**src/rtl/enemy_ai_pkg.sv**
```systemverilog
// Shared types for the enemy AI: action/state enums, the output strobe bundle
// and the action-to-strobe decode.
package enemy_ai_pkg;

  typedef enum logic [2:0] {
    NONE, MOVE_R, MOVE_L, JUMP, SQUAT, ATTACK, DEFEND
  } ai_action_t;

  typedef enum logic [1:0] {
    S_IDLE, S_DECIDE, S_HOLD
  } ai_state_t;

  localparam logic [15:0] AI_LFSR_SEED = 16'hACE1;

  typedef struct packed {
    logic right;
    logic left;
    logic jump;
    logic squat;
    logic attack;
    logic defend;
  } ai_out_t;

  function automatic logic [15:0] lfsr_next(input logic [15:0] v);
    return {v[14:0], v[15] ^ v[13] ^ v[12] ^ v[10]};
  endfunction

  // jump and attack are strobes: only driven on the first cycle of a hold
  function automatic ai_out_t act_to_out(input ai_action_t a, input logic first);
    ai_out_t o;
    o = '0;
    case (a)
      MOVE_R:  o.right  = 1'b1;
      MOVE_L:  o.left   = 1'b1;
      JUMP:    o.jump   = first;
      SQUAT:   o.squat  = 1'b1;
      ATTACK:  o.attack = first;
      DEFEND:  o.defend = 1'b1;
      default: ;
    endcase
    return o;
  endfunction

endpackage

```
**src/rtl/lfsr16.sv**
```systemverilog
// Free-running 16-bit Fibonacci LFSR with reload on the all-zero lock-up state.
module lfsr16
  import enemy_ai_pkg::*;
(
  input  logic        clk,
  input  logic        rst_n,
  input  logic [15:0] seed,
  output logic [15:0] out
);

  logic [15:0] lfsr_q, lfsr_d;

  always_comb begin
    lfsr_d = lfsr_next(lfsr_q);
    if (lfsr_q == 16'h0000) lfsr_d = seed;
  end

  always_ff @(posedge clk) begin
    if (!rst_n) lfsr_q <= seed;
    else        lfsr_q <= lfsr_d;
  end

  assign out = lfsr_q;

endmodule

```
**src/rtl/enemy_ai.sv**
```systemverilog
// Enemy control strobes: a step-paced pseudo-random decide/hold FSM that
// defends whenever the player's bullet comes within DODGE_DIST.
module enemy_ai
  import enemy_ai_pkg::*;
#(
  parameter int          STEP_CYCLES           = 833333,
  parameter int          HOLD_MIN_STEPS        = 4,
  parameter int          ATTACK_COOLDOWN_STEPS = 16,
  parameter int          DODGE_DIST            = 96,
  parameter logic [15:0] LFSR_SEED             = AI_LFSR_SEED
) (
  input  logic               clk,
  input  logic               rst_n,
  input  logic               i_enable,
  input  logic signed [10:0] i_enemy_x,
  input  logic signed [10:0] i_player_x,
  input  logic signed [10:0] i_goodbullet_x,
  input  logic               i_goodbullet_isE,
  output logic               o_right,
  output logic               o_left,
  output logic               o_jump,
  output logic               o_squat,
  output logic               o_attack,
  output logic               o_defend
);

  localparam int SW = (STEP_CYCLES > 1) ? $clog2(STEP_CYCLES) : 1;
  localparam int HW = $clog2(HOLD_MIN_STEPS + 8);
  localparam int CW = (ATTACK_COOLDOWN_STEPS > 1) ? $clog2(ATTACK_COOLDOWN_STEPS + 1) : 1;

  localparam logic [SW-1:0] STEP_LAST = SW'(STEP_CYCLES - 1);
  localparam logic [HW-1:0] HOLD_MIN  = HW'(HOLD_MIN_STEPS);
  localparam logic [CW-1:0] COOL_LOAD = CW'(ATTACK_COOLDOWN_STEPS);

  ai_state_t     state_q, state_d;
  ai_action_t    act_q, act_d, pick, toward, away;
  ai_out_t       out_q, out_d;
  logic [SW-1:0] step_q, step_d;
  logic [HW-1:0] hold_q, hold_d;
  logic [CW-1:0] cool_q, cool_d;
  logic [15:0]   lfsr;
  logic          step_tick, dodge;
  logic signed [11:0] dx;
  logic [11:0]        adx;
  logic               unused_lfsr_hi;

  lfsr16 u_lfsr (
    .clk   (clk),
    .rst_n (rst_n),
    .seed  (LFSR_SEED),
    .out   (lfsr)
  );

  assign unused_lfsr_hi = ^lfsr[15:6];

  // 12-bit difference cannot overflow for any pair of 11-bit positions
  assign dx    = {i_goodbullet_x[10], i_goodbullet_x} - {i_enemy_x[10], i_enemy_x};
  assign adx   = dx[11] ? 12'(-dx) : 12'(dx);
  assign dodge = i_goodbullet_isE && (adx <= 12'(DODGE_DIST));

  assign step_tick = (state_q != S_IDLE) && (step_q == STEP_LAST);

  always_comb begin
    toward = NONE;
    away   = NONE;
    if (i_player_x > i_enemy_x) begin
      toward = MOVE_R;
      away   = MOVE_L;
    end else if (i_player_x < i_enemy_x) begin
      toward = MOVE_L;
      away   = MOVE_R;
    end
  end

  always_comb begin
    pick = NONE;
    if (dodge) pick = DEFEND;
    else begin
      case (lfsr[2:0])
        3'd0, 3'd1: pick = toward;
        3'd2:       pick = away;
        3'd3:       pick = JUMP;
        3'd4:       pick = SQUAT;
        3'd5, 3'd6: pick = (cool_q == '0) ? ATTACK : NONE;
        default:    pick = NONE;
      endcase
    end
  end

  always_comb begin
    state_d = state_q;
    act_d   = act_q;
    hold_d  = hold_q;
    cool_d  = cool_q;
    out_d   = '0;
    step_d  = '0;
    if (state_q != S_IDLE) step_d = step_tick ? '0 : step_q + 1'b1;
    if (step_tick && (cool_q != '0)) cool_d = cool_q - 1'b1;

    case (state_q)
      S_IDLE: if (i_enable) state_d = S_DECIDE;
      S_DECIDE: begin
        act_d   = pick;
        hold_d  = HOLD_MIN + HW'(lfsr[5:3]);
        state_d = S_HOLD;
        out_d   = act_to_out(pick, 1'b1);
        if (pick == ATTACK) cool_d = COOL_LOAD;
      end
      S_HOLD: begin
        // a threatening bullet overrides the remaining hold time
        if (dodge && (act_q != DEFEND)) state_d = S_DECIDE;
        else if (step_tick) begin
          hold_d = hold_q - 1'b1;
          if (hold_q == HW'(1)) state_d = S_DECIDE;
        end
        if (state_d == S_HOLD) out_d = act_to_out(act_q, 1'b0);
      end
      default: state_d = S_IDLE;
    endcase

    if (!i_enable) begin
      state_d = S_IDLE;
      act_d   = NONE;
      hold_d  = '0;
      cool_d  = '0;
      step_d  = '0;
      out_d   = '0;
    end
  end

  always_ff @(posedge clk) begin
    if (!rst_n) begin
      state_q <= S_IDLE;
      act_q   <= NONE;
      step_q  <= '0;
      hold_q  <= '0;
      cool_q  <= '0;
      out_q   <= '0;
    end else begin
      state_q <= state_d;
      act_q   <= act_d;
      step_q  <= step_d;
      hold_q  <= hold_d;
      cool_q  <= cool_d;
      out_q   <= out_d;
    end
  end

  assign o_right  = out_q.right;
  assign o_left   = out_q.left;
  assign o_jump   = out_q.jump;
  assign o_squat  = out_q.squat;
  assign o_attack = out_q.attack;
  assign o_defend = out_q.defend;

endmodule
```
**config.mk**
```make
export PLATFORM = sky130hd
export DESIGN_NAME = enemy_ai
export DESIGN_NICKNAME = d
export VERILOG_FILES = /design/src/rtl/enemy_ai_pkg.sv /design/src/rtl/lfsr16.sv /design/src/rtl/enemy_ai.sv
export SDC_FILE = /design/constraint.sdc
export NUM_CORES = 1
export LEC_CHECK = 0
export CORE_MARGIN = 1.5
export CORE_UTILIZATION = 60
export DETAILED_ROUTE_END_ITERATION = 7
export PLACE_DENSITY = 0.85
export RECOVER_POWER = 50
export SETUP_SLACK_MARGIN = 0.15
export SLEW_MARGIN = 40
export SYNTH_ARGS = -nofsm -noshare
export SYNTH_HDL_FRONTEND = slang
export SYNTH_SLANG_ARGS = --single-unit
```
**constraint.sdc**
```tcl
create_clock -name clk -period 5.3 [get_ports clk]
set_input_delay 0.53 -clock clk [delete_from_list [all_inputs] [get_ports clk]]
set_output_delay 0.53 -clock clk [all_outputs]
set_load 0.005 [all_outputs]
```
; After elaboration in Yosys (flattened, before gate mapping)
; Index checks and enable logic that the tools add are counted.
[word_totals]
regBits = 56
latch_bits = 0
ramBits = 0
rom_bits = 0
input_bits = 37
elab_cells = 99
memories = 0
[classes]
addsub = 6
n_mul = 0
n_div = 0
magnitude_cmp = 3
n_eq_ne = 24
n_shift = 0
mux = 31
bitwise = 6
n_reduce_logical = 17
[op_table]
columns = operator, count
row1 = "3-bit == test, second input constant", 8
row2 = "20-bit by 1-bit adder with 20-bit output, second input constant", 1
row3 = "20-bit == test, second input constant", 1
row4 = 16-bit zero test, 1
row5 = "3-bit by 2-bit == test with 1-bit output, second input constant", 5
row6 = 5-bit 2-to-1 mux, 3
row7 = 3-bit one-hot mux with 5 select lines, 1
row8 = 2-bit 2-to-1 mux, 7
row9 = "12-bit by 7-bit less-or-equal comparator with 1-bit output, second input constant", 1
row10 = 12-bit 2-to-1 mux, 1
row11 = 12-bit negation, 1
row12 = 6-bit one-hot mux with 2 select lines, 1
row13 = 11-bit by 11-bit subtractor with 12-bit output, 1
row14 = 11-bit greater-than comparator, 1
row15 = 11-bit < comparator, 1
row16 = 1-bit 2-to-1 mux, 11
row17 = "3-bit by 1-bit == test with 1-bit output, second input constant", 3
row18 = 4-bit 2-to-1 mux, 2
row19 = 4-bit one-hot mux with 2 select lines, 1
row20 = 3-bit 2-to-1 mux, 2
row21 = 6-bit 2-to-1 mux, 1
row22 = 2-bit one-hot mux with 3 select lines, 1
row23 = 2-bit OR reduction, 3
row24 = 5-bit zero test, 1
row25 = other kinds (18), 28

; Longest topological paths before layout
; Gate-level depths: netlist (run 1).
[logic_depth]
ltp_word = 11
depth_mapped = 13
depth_no_buf = 13

; Hierarchy
; From an unflattened synthesis (run 1), not the netlist that was laid out.
[hier_totals]
hier_cells = 458
area_unflattened_um2 = 3846.2
[by_module_without_submodules]
columns = mod, instances, cells_each, area_each_um2, seq_area_each_um2
row1 = enemy_ai, 1, 416, 3219.3, 800.8
row2 = lfsr16, 1, 42, 626.9, 320.3

; Worst setup path before layout (run 1)
; No wires, ideal clock.
[synth_timing]
kind = input-to-reg
from = input i_goodbullet_x[0]
to = register hold_q[1]
t_arrival_ns = 3.274
path_slack_ns = 1.941
cell_stages = 13
path_buffers = 0
cell_sequence = inv_1 > ha_1 > inv_1 > fa_1 > a21o_1 > a21oi_1 > xor2_1 > o21ai_1 > o41a_1 > o32ai_4 > nand4_4 > mux2i_1 > a211oi_1
[synth_via]
elab_chain_len = 8
[synth_rtl]
columns = element, line_no
row1 = "start, declared", enemy_ai.sv:17  ; input logic signed [10:0] i_goodbullet_x,
row2 = 11-bit by 11-bit subtractor with 12-bit output *, enemy_ai.sv:57  ; assign dx = {i_goodbullet_x[10], i_goodbullet_x} - {i_enemy_x[10], i_enemy_x};
row3 = 12-bit negation, enemy_ai.sv:58  ; assign adx = dx[11] ? 12'(-dx) : 12'(dx);
row4 = 12-bit 2-to-1 mux *, enemy_ai.sv:58
row5 = 12-bit by 7-bit less-or-equal comparator with 1-bit output *, enemy_ai.sv:59  ; assign dodge = i_goodbullet_isE && (adx <= 12'(DODGE_DIST));
row6 = 1-bit logical AND *, enemy_ai.sv:59
row7 = 1-bit logical AND *, enemy_ai.sv:111  ; if (dodge && (act_q != DEFEND)) state_d = S_DECIDE;
row8 = 2-bit != test (no line) *, n/a
row9 = 3-bit AND reduction (no line) *, n/a
row10 = "end signal, assigned", enemy_ai.sv:143  ; hold_q <= hold_d;
row11 = "end, declared", enemy_ai.sv:39  ; logic [HW-1:0] hold_q, hold_d;
; Every way passes the cells marked *; elsewhere a longest branch is shown, timed or not.
; A chain may end at the register's enable or synchronous reset.

; Worst setup path in the final report (run 1)
[layout_timing]
from = input i_enemy_x[0]
to = register hold_q[1]
[layout_via]
elab_chain_len = 8
[layout_rtl]
columns = element, line_no
row1 = "start, declared", enemy_ai.sv:15  ; input logic signed [10:0] i_enemy_x,
row2 = 11-bit by 11-bit subtractor with 12-bit output *, enemy_ai.sv:57
row3 = 12-bit negation, enemy_ai.sv:58
row4 = 12-bit 2-to-1 mux *, enemy_ai.sv:58
row5 = 12-bit by 7-bit less-or-equal comparator with 1-bit output *, enemy_ai.sv:59
row6 = 1-bit logical AND *, enemy_ai.sv:59
row7 = 1-bit logical AND *, enemy_ai.sv:111
row8 = 2-bit != test (no line) *, n/a
row9 = 3-bit AND reduction (no line) *, n/a
; Marked as above.

==> run metrics, run 1 <==
Worst Reg-to-Reg Cells 10; Post-synth EDFFs 0; I/O pins 43; logic gate share of total power 0.260; final setup TNS 0 ns; gr ovfl total 0; Final Max Slew Viols 0; vias per cell 5.96; final hold vios 0; final setup vio count 0; Syn Nets 497; IO Port Bufs 42; Cell Pwr Density 221 mW/mm²; placed cells 535; kind of critical path in2reg; Synth Flop Type dfxtp_1; Post-CTS Setup Inserts 0; RePlAce Congestion 0.941; Worst Path Arrival 4.07 ns; hold path cells 1; vias in the first global route 3,041; DRT Pass-1 Iters 5; Seq/Total Area, Yosys 0.314; count leader, synth dfxtp_1; Ys Warns 0; Root Driver clkbuf_8; Hold Buf Count CTS 0; Resized cells post-CTS 0; initial antenna violation count 0; core area 0.00561 mm²; Reg2Reg Setup Slack 2.75 ns; Net Sw Power 269 µW; dpl cell area 0.00404 mm²; Critical Path Max Stage Delay 0.52 ns; clock slew at reported path FFs 0.09 ns; WL final 7870 µm; Yosys top cell area share 0.314; Int Pwr 645 µW; Crit Path Max Fanout 8; area added between synthesis and finish 15.9%; Crit. End Element flip-flop; layout cell share with drive strength beyond 1 0.0489; CP max stage cell clkdlybuf4s50_1; top cells by area, synth dfxtp_1 31%, ha_1 11%, nor2_1 5.2%; leak pwr 0.00164 µW; antenna cells 0; clock power share 0.254; top cells by count, synth 56 x dfxtp_1, 49 x nor2_1, 31 x ha_1; Startpoint Class input port; Post-synth ARST share 0; status finished, final reports clean; CTS tree yes; largest net degree at the start of global routing 21; Core Rows 27; Slew @ Worst Pin 0.699 ns; Post-DRT Antenna Nets 0; post-synthesis cell type count 66; fin crit period 3.86 ns; Final period util 0.729; CTS Buf Count 5; DP HPWL 6090 µm; worst path required time 5.51 ns; FMAX 0.259 GHz; Reg power frac 0.486; Sw Ratio 0.294; Hold Path Class reg2reg; DR iter-0 viols 213; WL/cell 14.5 µm; Initial Utilization 0.636; CTS H-tree depth 2; chip width 80.1 µm; cell taking the most area after synthesis dfxtp_1; deepest clock path buffer count 2; Remaining DRCs 0; Max-cap violations 0; worst-path cell chain clkdlybuf4s50_1 -> ha_1 -> inv_1 -> fa_1 -> a21o_1 -> a21oi_1 -> xor2_1 -> o21ai_1 -> o41a_1 -> o32ai_4 -> nand4_4 -> mux2i_1 -> a211oi_1; area of the mapped netlist 0.00357 mm²; Die Y 80.1 µm; Synth Area per Inst 8.33 µm²; Tot GR Track Use 0.261; VDD IR max 0.218 mV; via count 3,229; clk sinks 56; Synth Instances 428; slew margin rel. 0.534; non-filler cells, final 542; Synth Register Bits 56; Final Cell Area 0.00414 mm²; fin nets 539; unrepaired setup endpoints after global routing false; first-pass GRT wire length 13,400 µm; Skew-Pair Late Insertion Delay 0.30 ns; Clock Skew 0.00649 ns; Die ar. 0.00642 mm²
## cell families (layout without fill, tap and decap cells)
group | after synthesis | count (layout) | share of synthesized area
and+or+nand+nor | 189 | 189 | 0.283
AOI/OAI and AO/OA | 83 | 83 | 0.167
DFF | 56 | 56 | 0.314
buffers and inverters | 35 | 77 | 0.0393
adders and majority gates | 32 | 32 | 0.114
xor gates and xnor gates | 30 | 30 | 0.0737
muxes | 3 | 3 | 0.00877
## final timing paths
path / start / to
worst min-delay path: u_lfsr.out[14] / u_lfsr.out[15]
worst min register to register: u_lfsr.out[14] / u_lfsr.out[15]
worst max register to register: cool_q[0] / cool_q[1]
worst max-delay path: i_enemy_x[0] / hold_q[1]
## layout by cell type, fill, tap and decap left out, types with 6 or more instances in the layout
master,count
dfxtp_1,56
nor2_1,49
clkdlybuf4s50_1,35
ha_1,31
nand2_1,30
inv_1,27
nand3_1,20
xor2_1,19
a21oi_1,17
and3_1,16
o21ai_0,15
xnor2_1,11
nand2b_1,11
nor3_1,9
nor4_1,8
and2_1,7
dlygate4sd3_1,7
nand4_1,6
or3_1,6
a21o_1,6
clkbuf_8,6
## through the flow
stage	setup slack (ns)	hold WS (ns)	utilization	power (µW)
after floorplan	1.94	0.412	-	618
after global placement	1.28	0.418	0.720	678
after detailed placement	1.15	0.430	0.721	687
after CTS	1.45	0.454	0.737	916
after global routing	1.22	0.475	0.737	961
final	1.44	0.453	0.737	914
## power groups by stage
stage	Combinational (µW)	Sequential, µW	Clock (µW)
2_1_floorplan	168	450	0
3_3_place_gp	225	453	0
3_5_place_dp	233	454	0
4_1_cts	236	444	237
5_1_grt	262	446	253
6_report	237	444	233
## critical path, delay by kind of cell
family,cells,cell delay [ns]
xor+xnor,1,0.37
compound gates,6,1.66
simple gates,1,0.20
buf+inv,2,0.58
fa+ha+maj,2,0.57
mux,1,0.17
## layer usage
layer	share of wire	GRT usage
met5	0	0
met4	0.011	0.0793
met3	0.052	0.0375
met2	0.48	0.441
met1	0.45	0.343
## state kept, by name (all words and copies together), names as in the netlist
signal	count
cool_q	5
o_squat	1
o_right	1
o_left	1
o_attack	1
o_defend	1
o_jump	1
state_q	2
step_q	20
act_q	3
u_lfsr.out	16
hold_q	4
## layout make-up
type | count | area (µm²)
repair buffers | 43 | 425
flip-flops and latches | 56 | 1120
well taps | 72 | 90.1
multi-input cells | 337 | 2310
clock inverters | 1 | 8.76
inverters | 27 | 101
clock buffers | 6 | 82.6
fillers | 439 | 1470
Note: power is estimated with default switching activity, not from simulation.
==> run 2: changes to the inputs <==
CORE_UTILIZATION = 56   (was 60)
PLACE_DENSITY = 0.8   (was 0.85)
clock period = 3.8 ns   (was 5.3 ns; I/O delays follow)
==> run metrics, run 2 (synthesized netlist as in run 1, its figures left out) <==
status finished, final reports clean; met2 routed WL 3840 µm (+0.66%); area added between synthesis and finish 18.4%; clock slew at reported path FFs 0.10 ns (about the same); Final period util 0.919; Initial Utilization 0.592 (-0.0441); I/O pins 43 (unchanged); met3 wire len 276 µm (-32%); most common cell after layout, fill and taps aside dfxtp_1; Skew-Pair Late Insertion Delay 0.31 ns (about the same); antenna cells 0 (unchanged); Worst Reg-to-Reg Cells 8 (-2); Die Y 82.8 µm (+3.4%); Power Total 1320 µW (+44%); initial antenna violation count 0 (unchanged); Post-DRT Antenna Nets 0 (unchanged); deepest clock path buffer count 2 (unchanged); DRT Pass-1 Iters 5 (unchanged); DP HPWL 5990 µm (-1.5%); Fillers 513 (+17%); clk sinks 56 (unchanged); fin nets 547 (+1.5%); Remaining DRCs 0 (unchanged); CTS Buf Count 5 (unchanged); vias in the first global route 3,186 (+4.8%); Core Rows 28 (+3.7%); unrepaired setup endpoints after global routing true; Worst Hold Endpoint u_lfsr.out[10]; vias per cell 5.82 (-2.3%); VDD IR max 0.255 mV (+17%); final setup vio count 0 (unchanged); Hold Path Class reg2reg; via count 3,226 (-0.093%); WL/cell 14.1 µm (-2.8%); Slew @ Worst Pin 0.649 ns (-0.0504 ns); Final Max Slew Viols 0 (unchanged); slack of the critical path 0.306 ns (-1.13 ns); non-filler cells, final 554 (+2.2%); largest net degree at the start of global routing 21 (unchanged); IO Port Bufs 42 (unchanged); max reg flops 20 (unchanged); Max-cap violations 0 (unchanged); kind of critical path in2reg; Root Driver clkbuf_8; slew margin rel. 0.567 (+0.0336); Worst Path Arrival 3.69 ns (-0.38 ns); Crit Path Max Fanout 8 (unchanged); most frequent cells in the layout 56 x dfxtp_1, 49 x nor2_1, 35 x clkdlybuf4s50_1; Crit. End Element flip-flop; Tot GR Track Use 0.241 (-0.0203); reg2reg start step_q[18]; worst path required time 4.00 ns (-1.51 ns); Clock Skew 0.00535 ns (-0.00115 ns); Die ar. 0.00686 mm² (+6.9%); max layer used met4; DR iter-0 viols 146 (-31%); Largest Register step_q; fin crit period 3.49 ns; CTS tree yes; M1 WL 3570 µm (+0.17%); chip width 82.8 µm (+3.4%); RePlAce Congestion 0.883 (-6.1%); leak pwr 0.00168 µW (+2.9%); FMAX 0.286 GHz; Hold Buf Count CTS 0 (unchanged); layout cell share with drive strength beyond 1 0.0689 (+0.0200); CTS H-tree depth 2 (unchanged); gr ovfl total 0 (unchanged); Startpoint Class input port; setup slack at placement -0.0548 ns (-1.21 ns); placed cells 544 (+1.7%); first-pass GRT wire length 13,900 µm (+3.6%); Reg2Reg Setup Slack 1.34 ns (-1.41 ns); core area 0.00603 mm² (+7.5%); WL final 7820 µm (-0.66%); final hold vios 0 (unchanged); Cell Pwr Density 311 mW/mm² (+41%); hold path cells 1 (unchanged); reg2reg end o_left; critical hold path startpoint u_lfsr.out[9]
[run 2: worst max-delay path by stage]
stage / start / to / cells past startpoint
2_1_floorplan: i_goodbullet_x[0] / hold_q[1] / 13
4_1_cts: i_enemy_x[0] / hold_q[1] / 13
3_5_place_dp: i_enemy_x[0] / hold_q[1] / 13
6_report: i_enemy_x[0] / state_q[1] / 14
3_3_place_gp: i_enemy_x[0] / hold_q[3] / 13
5_1_grt: i_enemy_x[0] / hold_q[1] / 13
[run 2: routing by layer]
metal / vias up / GRT usage
met5: - / 0
met4: 0 / 0.0833
met3: 14 / 0.0467
met2: 69 / 0.414
met1: 1504 / 0.301
li1: 1639 / -
[run 2: through the flow]
stage	utilization	area (µm²)	hold WS, ns	TNS [ns]
after floorplan	-	3570	0.412	0
after global placement	0.680	4100	0.417	0
after detailed placement	0.680	4100	0.437	-0.133
after CTS	0.696	4190	0.463	0
after global routing	0.701	4230	0.496	0
final	0.701	4230	0.459	0
[run 2: critical path, cell delays in order]
cell and delay, ns:
clkdlybuf4s50_1 0.50, ha_1 0.17, inv_1 0.05, fa_1 0.38
a21o_1 0.23, a221o_2 0.40, a2111oi_4 0.36, o21ai_1 0.13
and2_4 0.18, o32ai_4 0.31, nand4_4 0.21, buf_4 0.20
a22oi_1 0.14, nor2_1 0.06
[run 2: what timing repair did]
action,4_1_cts,5_1_grt
resized for setup,0,2
hold endpoints to repair,0,0
buffers inserted,0,2
setup endpoints to repair,0,5
[run 2: where the power goes]
part	switching, µW	leakage [µW]	internal [µW]
Sequential	17.6	0.000456	603
Clock	196	0.0000516	150
Combinational	183	0.00118	167
Total	397	0.00168	920
[run 2: area by class of cell]
type / count / area (µm²) / area share
multi-input cells: 337 / 2320 / 0.550
flip-flops and latches: 56 / 1120 / 0.265
repair buffers: 51 / 488 / 0.115
clock buffers: 6 / 82.6 / 0.0195
well taps: 75 / 93.8 / 0.0222
inverters: 27 / 101 / 0.0240
clock inverters: 2 / 13.8 / 0.00326
